`src/rtl/ser_pkg.sv`:
```
// -----------------------------------------------------------------------------
// ser_pkg
//   Shared definitions for the block serializer that feeds the
//   G(x) = x^58 + x^39 + 1 serial scrambler.
//   - Block geometry: 2-bit sync header followed by a 64-bit payload.
//   - Sync header codes and the idle block inserted on starvation.
//   - Serializer FSM state type and the block struct.
//   - Helper that flattens a block into its transmit order (bit 0 first).
// -----------------------------------------------------------------------------
package ser_pkg;

   localparam int HDR_W = 2;
   localparam int PAY_W = 64;
   localparam int BLK_W = HDR_W + PAY_W;
   localparam int CNT_W = $clog2(PAY_W);

   localparam logic [HDR_W-1:0] SYNC_DATA = 2'b01;
   localparam logic [HDR_W-1:0] SYNC_CTRL = 2'b10;
   localparam logic [HDR_W-1:0] IDLE_HDR  = SYNC_CTRL;
   localparam logic [PAY_W-1:0] IDLE_PAY  = 64'h1E;

   typedef enum logic [1:0] {
      S_WAIT,
      S_HDR,
      S_PAY
   } ser_state_t;

   typedef struct packed {
      logic [HDR_W-1:0] hdr;
      logic [PAY_W-1:0] pay;
   } blk_t;

   localparam blk_t IDLE_BLK = '{hdr: IDLE_HDR, pay: IDLE_PAY};

   // Transmit order: header bit 0 first, then header bits, then payload
   // bit 0 upward. Bit 0 of the result is the first bit on the line.
   function automatic logic [BLK_W-1:0] blk_to_seq(input blk_t b);
      return {b.pay, b.hdr};
   endfunction

endpackage

```
`src/rtl/block_buffer.sv`:
```
// -----------------------------------------------------------------------------
// block_buffer
//   One-entry valid/ready holding register between the upstream block source
//   and the serializer. Accepts a block when empty, releases it on pop.
//   There is no pass-through: ready depends only on the stored valid, so a
//   block can never be accepted and popped in the same cycle.
//
// Ports
//   CLK          clock, all logic on posedge
//   reset        synchronous active-high; empties the buffer
//   in_valid     upstream block valid
//   in_ready     buffer can accept (low while reset is high)
//   in_header    upstream sync header
//   in_payload   upstream payload
//   pop          serializer takes the stored block this cycle
//   buf_valid    a block is stored
//   buf_header   stored sync header
//   buf_payload  stored payload
// -----------------------------------------------------------------------------
module block_buffer
   import ser_pkg::*;
(
   input  logic             CLK,
   input  logic             reset,
   input  logic             in_valid,
   output logic             in_ready,
   input  logic [HDR_W-1:0] in_header,
   input  logic [PAY_W-1:0] in_payload,
   input  logic             pop,
   output logic             buf_valid,
   output logic [HDR_W-1:0] buf_header,
   output logic [PAY_W-1:0] buf_payload
);

   logic valid_q;
   blk_t data_q;

   assign in_ready = ~reset & ~valid_q;

   // NOTE: sequential state is written with non-blocking assignments so every
   // register samples pre-edge values regardless of statement order.
   always_ff @(posedge CLK) begin
      if (reset) begin
         valid_q <= 1'b0;
      end else if (pop) begin
         valid_q <= 1'b0;
      end else if (in_valid && in_ready) begin
         valid_q <= 1'b1;
      end
   end

   // NOTE: the data register has no reset; it is only ever read while valid_q
   // is set, so clearing it would add reset fan-out for no functional gain.
   always_ff @(posedge CLK) begin
      if (in_valid && in_ready) begin
         data_q <= '{hdr: in_header, pay: in_payload};
      end
   end

   assign buf_valid   = valid_q;
   assign buf_header  = data_q.hdr;
   assign buf_payload = data_q.pay;

endmodule

```
`src/rtl/block_serializer.sv`:
```
// -----------------------------------------------------------------------------
// block_serializer
//   Serializes 66-bit blocks (2-bit sync header + 64-bit payload) one bit per
//   enabled cycle for the x^58+x^39+1 serial scrambler. Header bits are
//   flagged so the downstream mux bypasses the scrambler; payload bits advance
//   it. When no block is buffered at a block boundary an idle block
//   (header 2'b10, payload 64'h1E) is sent instead and underrun pulses.
//
//   The FSM state describes the bit currently presented on Bit_Out. That bit
//   is consumed by the scrambler on the next enabled edge, and the same edge
//   presents the following bit, so blocks follow each other without gaps.
//
// Ports
//   CLK          clock, all logic on posedge
//   reset        synchronous active-high; discards any block in flight
//   enable       line bit strobe; one serial bit per enabled cycle
//   in_valid     upstream block valid
//   in_ready     block buffer can accept
//   in_header    sync header, bit 0 transmitted first
//   in_payload   payload, bit 0 transmitted first
//   Bit_Out      serial bit to scrambler Bit_In (registered)
//   scr_enable   scrambler enable = enable & active & ~hdr_flag
//   hdr_flag     Bit_Out is a header bit
//   block_start  Bit_Out is header bit 0 of a block (gated by enable)
//   underrun     Bit_Out starts an inserted idle block (gated by enable)
// -----------------------------------------------------------------------------
module block_serializer
   import ser_pkg::*;
(
   input  logic             CLK,
   input  logic             reset,
   input  logic             enable,
   input  logic             in_valid,
   output logic             in_ready,
   input  logic [HDR_W-1:0] in_header,
   input  logic [PAY_W-1:0] in_payload,
   output logic             Bit_Out,
   output logic             scr_enable,
   output logic             hdr_flag,
   output logic             block_start,
   output logic             underrun
);

   logic             buf_valid;
   logic [HDR_W-1:0] buf_header;
   logic [PAY_W-1:0] buf_payload;
   logic             pop;

   ser_state_t       state_q, state_d;
   logic [CNT_W-1:0] cnt_q,   cnt_d;
   logic [BLK_W-1:0] sreg_q,  sreg_d;
   logic             bit_q,   bit_d;
   logic             hdr_q,   hdr_d;
   logic             start_q, start_d;
   logic             idle_q,  idle_d;

   logic             load;
   blk_t             next_blk;
   logic [BLK_W-1:0] next_seq;
   logic             active;

   block_buffer u_buf (
      .CLK         (CLK),
      .reset       (reset),
      .in_valid    (in_valid),
      .in_ready    (in_ready),
      .in_header   (in_header),
      .in_payload  (in_payload),
      .pop         (pop),
      .buf_valid   (buf_valid),
      .buf_header  (buf_header),
      .buf_payload (buf_payload)
   );

   // Block presented at the next boundary: the buffered one if present,
   // otherwise the idle block.
   always_comb begin
      if (buf_valid) begin
         next_blk = '{hdr: buf_header, pay: buf_payload};
      end else begin
         next_blk = IDLE_BLK;
      end
   end

   assign next_seq = blk_to_seq(next_blk);
   assign pop      = load & buf_valid;

   // NOTE: every signal written here gets a default first, so no path leaves
   // a value unassigned and no latch is inferred.
   always_comb begin
      state_d = state_q;
      cnt_d   = cnt_q;
      sreg_d  = sreg_q;
      bit_d   = bit_q;
      hdr_d   = hdr_q;
      start_d = start_q;
      idle_d  = idle_q;
      load    = 1'b0;

      if (enable) begin
         // Default enabled-cycle action: present the next bit of the block.
         start_d = 1'b0;
         idle_d  = 1'b0;
         bit_d   = sreg_q[0];
         sreg_d  = sreg_q >> 1;
         cnt_d   = cnt_q + CNT_W'(1);

         unique case (state_q)
            S_WAIT: begin
               load = 1'b1;
            end
            S_HDR: begin
               if (cnt_q == CNT_W'(HDR_W - 1)) begin
                  state_d = S_PAY;
                  cnt_d   = '0;
                  hdr_d   = 1'b0;
               end
            end
            S_PAY: begin
               // Last payload bit is being consumed: the next block's header
               // bit 0 follows immediately.
               if (cnt_q == CNT_W'(PAY_W - 1)) begin
                  load = 1'b1;
               end
            end
            default: begin
               state_d = S_WAIT;
               cnt_d   = '0;
               hdr_d   = 1'b0;
            end
         endcase

         if (load) begin
            bit_d   = next_seq[0];
            sreg_d  = next_seq >> 1;
            state_d = S_HDR;
            cnt_d   = '0;
            hdr_d   = 1'b1;
            start_d = 1'b1;
            idle_d  = ~buf_valid;
         end
      end
   end

   always_ff @(posedge CLK) begin
      if (reset) begin
         state_q <= S_WAIT;
         cnt_q   <= '0;
         bit_q   <= 1'b0;
         hdr_q   <= 1'b0;
         start_q <= 1'b0;
         idle_q  <= 1'b0;
      end else begin
         state_q <= state_d;
         cnt_q   <= cnt_d;
         bit_q   <= bit_d;
         hdr_q   <= hdr_d;
         start_q <= start_d;
         idle_q  <= idle_d;
      end
   end

   // The shift register is always reloaded before it is read after reset.
   always_ff @(posedge CLK) begin
      sreg_q <= sreg_d;
   end

   assign active      = (state_q != S_WAIT);
   assign Bit_Out     = bit_q;
   assign hdr_flag    = hdr_q;
   assign scr_enable  = enable & active & ~hdr_q;
   assign block_start = enable & start_q;
   assign underrun    = enable & idle_q;

endmodule

```
`config.mk`:
```
export PLATFORM = sky130hd
export DESIGN_NAME = block_serializer
export DESIGN_NICKNAME = d
export VERILOG_FILES = /design/src/rtl/ser_pkg.sv /design/src/rtl/block_buffer.sv /design/src/rtl/block_serializer.sv
export SDC_FILE = /design/constraint.sdc
export NUM_CORES = 1
export LEC_CHECK = 0
export CAP_MARGIN = 15
export CORE_MARGIN = 2
export CORE_UTILIZATION = 45
export DETAILED_ROUTE_END_ITERATION = 10
export PLACE_DENSITY = 0.68
export SKIP_LAST_GASP = 1
export SLEW_MARGIN = 15
export SYNTH_ARGS = -nofsm -noshare
export SYNTH_HDL_FRONTEND = slang
export SYNTH_HIERARCHICAL = 1
export SYNTH_SLANG_ARGS = --single-unit
```
`constraint.sdc`:
```
create_clock -name CLK -period 4 [get_ports CLK]
set_input_delay 0.8 -clock CLK [delete_from_list [all_inputs] [get_ports CLK]]
set_output_delay 0.8 -clock CLK [all_outputs]
set_load 0.02 [all_outputs]
```
==> summary.md <==
| Metric | Value |
|---|---|
| P_leak | `2.60 nW` |
| Met3 GRT Util | `0.0397` |
| Yosys cell types | `34` |
| Fin nets | `563` |
| Pwr dens | `489 nW/um^2` |
| Tmin final | `2930 ps` |
| Fin. max-slew vios | `0` |
| Worst-path clk slew | `50 ps` |
| Vias in the first global route | `3,178` |
| Startpoint Class | `input pin` |
| Cell Rows | `40` |
| Post-CTS Setup Bufs | `0` |
| Post-synth top area cell | `edfxtp_1` |
| Via/cell ratio | `5.05` |
| Area Growth Syn to Fin | `25.0%` |
| Crit end category | `output pin` |
| CTS tree | `yes` |
| Fmax | `341 MHz` |
| Met2 usage | `0.239` |
| Clock skew | `6.83 ps` |
| Worst min-delay path category | `reg2reg` |
| Placer Congestion | `0.785` |
| CTS buffer count | `17` |
| Hpwl dp | `5670 um` |
| Die height | `114 um` |
| Vias | `3,276` |
| First-pass GRT wire length | `15,700 um` |
| Peak VDD IR | `0.367 mV` |
| Largest net degree at the start of global routing | `67` |
| Global routing's busiest layer | `met2` |
| H-tree depth | `4` |
| Die area | `13,000 sq um` |
| Outcome | `finished, final reports clean` |
| Mapped cell area | `5450 sq um` |
| Flops & latches, synth | `143` |
| Setup violators final | `0` |
| Mean Syn Cell Area | `13.1 sq um` |
| Area after DPL | `6330 sq um` |
| RSZ-0062 raised after global routing | `no` |
| Buffers on Ports | `75` |
| Syn_nets | `489` |
| Tot Pwr | `0.00333 W` |
| Worst-Margin Slew | `1100 ps` |
| DRC | `0` |
| Yosys top cell area share | `0.722` |
| Clk sinks | `143` |
| WL final | `9700 um` |
| Initial drt markers | `253` |
| Synth top area cells | `edfxtp_1, nand2_1, nand3_1` |
| Fin util | `0.572` |
| Max Cap Violations | `0` |
| CTS Hold Bufs | `0` |
| Ports | `76` |
| CP required | `3200 ps` |
| Root buffer cell | `clkbuf_16` |
| Clock Path Buffers | `2` |
| Initial Util | `0.458` |
| Setup TNS | `0 ps` |
| Initial antenna violation count | `0` |
| GR Overflow Total | `0` |
| Routed WL per cell | `14.9 um` |
| Final hold violations | `0` |
| Fin area | `6810 sq um` |
| Setup Crit Path Kind | `in2out` |
| Core ar. | `11,900 sq um` |
| First drt pass iteration count | `6` |
| Die W | `114 um` |
| Period utilization | `0.734` |
| CP max FO | `7` |
| YS warnings | `6` |
| WP data arrival | `2130 ps` |
| Sequential area share after synthesis | `0.766` |
| Routed Antenna Nets | `0` |
| Clk Latency, worst-skew pair | `410 ps` |
| Layout cells sized above 1 | `0.0637` |
| Max-slew headroom | `0.269` |
| Mapped Cells | `417` |
| GRT Util Overall | `0.160` |
| Diodes inserted | `0` |
| PostCTS Resize Cnt | `0` |
| Grt met1 use | `0.217` |
state kept, by name (all words and copies together) (netlist names):
signal,cells
Bit_Out,1
idle_q,1
u_buf/buf_header,2
start_q,1
cnt_q,6
u_buf/buf_payload,64
sreg_q,65
u_buf/buf_valid,1
state_q,2
where the power goes:
part           switching, W  internal [W]  total (W)
Combinational      0.000142      0.000110   0.000253
Clock              0.000543      0.000766    0.00131
Sequential        0.0000282       0.00174    0.00177
Total              0.000714       0.00262    0.00333
critical path: stages:
cell	delay (ps)
clkdlybuf4s50_1	550
nor2_2	160
clkdlybuf4s50_1	620
path summary, 6_finish.rpt:
check | slack [ps] | end | cells past startpoint | start
setup / recovery | 1070 | in_ready | 3 | reset
hold / removal | 500 | Bit_Out$_SDFFE_PP0P_ | 2 | Bit_Out$_SDFFE_PP0P_
setup reg to reg | 1590 | sreg_q[44]$_DFFE_PP_ | 6 | cnt_q[0]$_SDFFE_PP0P_
hold reg to reg | 500 | Bit_Out$_SDFFE_PP0P_ | 2 | Bit_Out$_SDFFE_PP0P_
cell families after synthesis:
kind of cell,share of synthesized area
muxes,0.00184
adders and majority gates,0.00459
and+or+nand+nor,0.176
xor gates and xnor gates,0.00804
DFF,0.766
AOI/OAI and AO/OA,0.0230
buffers and inverters,0.0207
per-stage QoR:
step           std cells  worst slack [ps]  hold slack, ps
3_3_place_gp         619              1110             482
5_1_grt              649               985             541
6_report             649              1070             503
3_5_place_dp         619              1070             490
2_1_floorplan        417               940             452
4_1_cts              649              1060             504
cell usage in the layout, fill, tap and decap left out:
| cell | count |
|---|---|
| edfxtp_1 | 131 |
| and2_4 | 1 |
| buf_4 | 5 |
| nand3_1 | 61 |
| nand2_1 | 133 |
| o211ai_1 | 1 |
| nor3_1 | 1 |
| o22ai_4 | 1 |
| xnor2_1 | 3 |
| nand4b_1 | 1 |
| a32o_1 | 1 |
| a311oi_1 | 1 |
| nand4_1 | 2 |
| inv_1 | 4 |
| xor2_1 | 2 |
| o221a_1 | 1 |
| nand2b_1 | 1 |
| clkbuf_1 | 2 |
| nor4_1 | 1 |
| o211a_1 | 1 |
| nor2b_1 | 2 |
| o21ai_1 | 5 |
| clkdlybuf4s50_1 | 74 |
| mux2i_1 | 1 |
| dfxtp_2 | 1 |
| a31oi_1 | 2 |
| clkinvlp_4 | 2 |
| and3_1 | 4 |
| clkinv_2 | 3 |
| nor2_1 | 6 |
| clkbuf_16 | 17 |
| dfxtp_1 | 11 |
| clkinv_1 | 6 |
| o21ai_0 | 2 |
| o22a_2 | 1 |
| ha_1 | 2 |
| and2_1 | 7 |
| o41ai_1 | 1 |
| nor2_2 | 1 |
layer usage:
metal | vias up | wire (um)
met5 | - | 0
met4 | 0 | 177
met3 | 13 | 440
met2 | 77 | 4620
met1 | 1558 | 4470
li1 | 1628 | -
cell usage after synthesis:
library cell	count
ha_1	2
xor2_1	2
o22a_1	1
o41ai_1	1
o22ai_2	1
o211ai_1	1
and3_1	4
edfxtp_1	131
a311oi_1	1
xnor2_1	3
inv_1	4
dfxtp_1	12
nand4b_1	1
buf_1	4
nor4_1	1
nand3_1	61
nor2_1	6
mux2i_1	1
a32o_1	1
o21ai_0	2
buf_2	3
nand2_1	133
a31oi_1	2
nor2b_1	2
o221a_1	1
clkbuf_1	16
nand4_1	2
buf_4	1
nand2b_1	1
o211a_1	1
o21ai_1	5
nor2_2	1
nor3_1	1
and2_1	8
layout make-up:
cell class              instances  area, sq um
well taps                     147          184
fillers                       976         5100
repair buffers                 79          778
clock inverters                11         52.6
multi-input cells             246         1170
flip-flops and latches        143         4180
inverters                       4         15.0
clock buffers                  19          433
(Power assumes the default switching activity.)
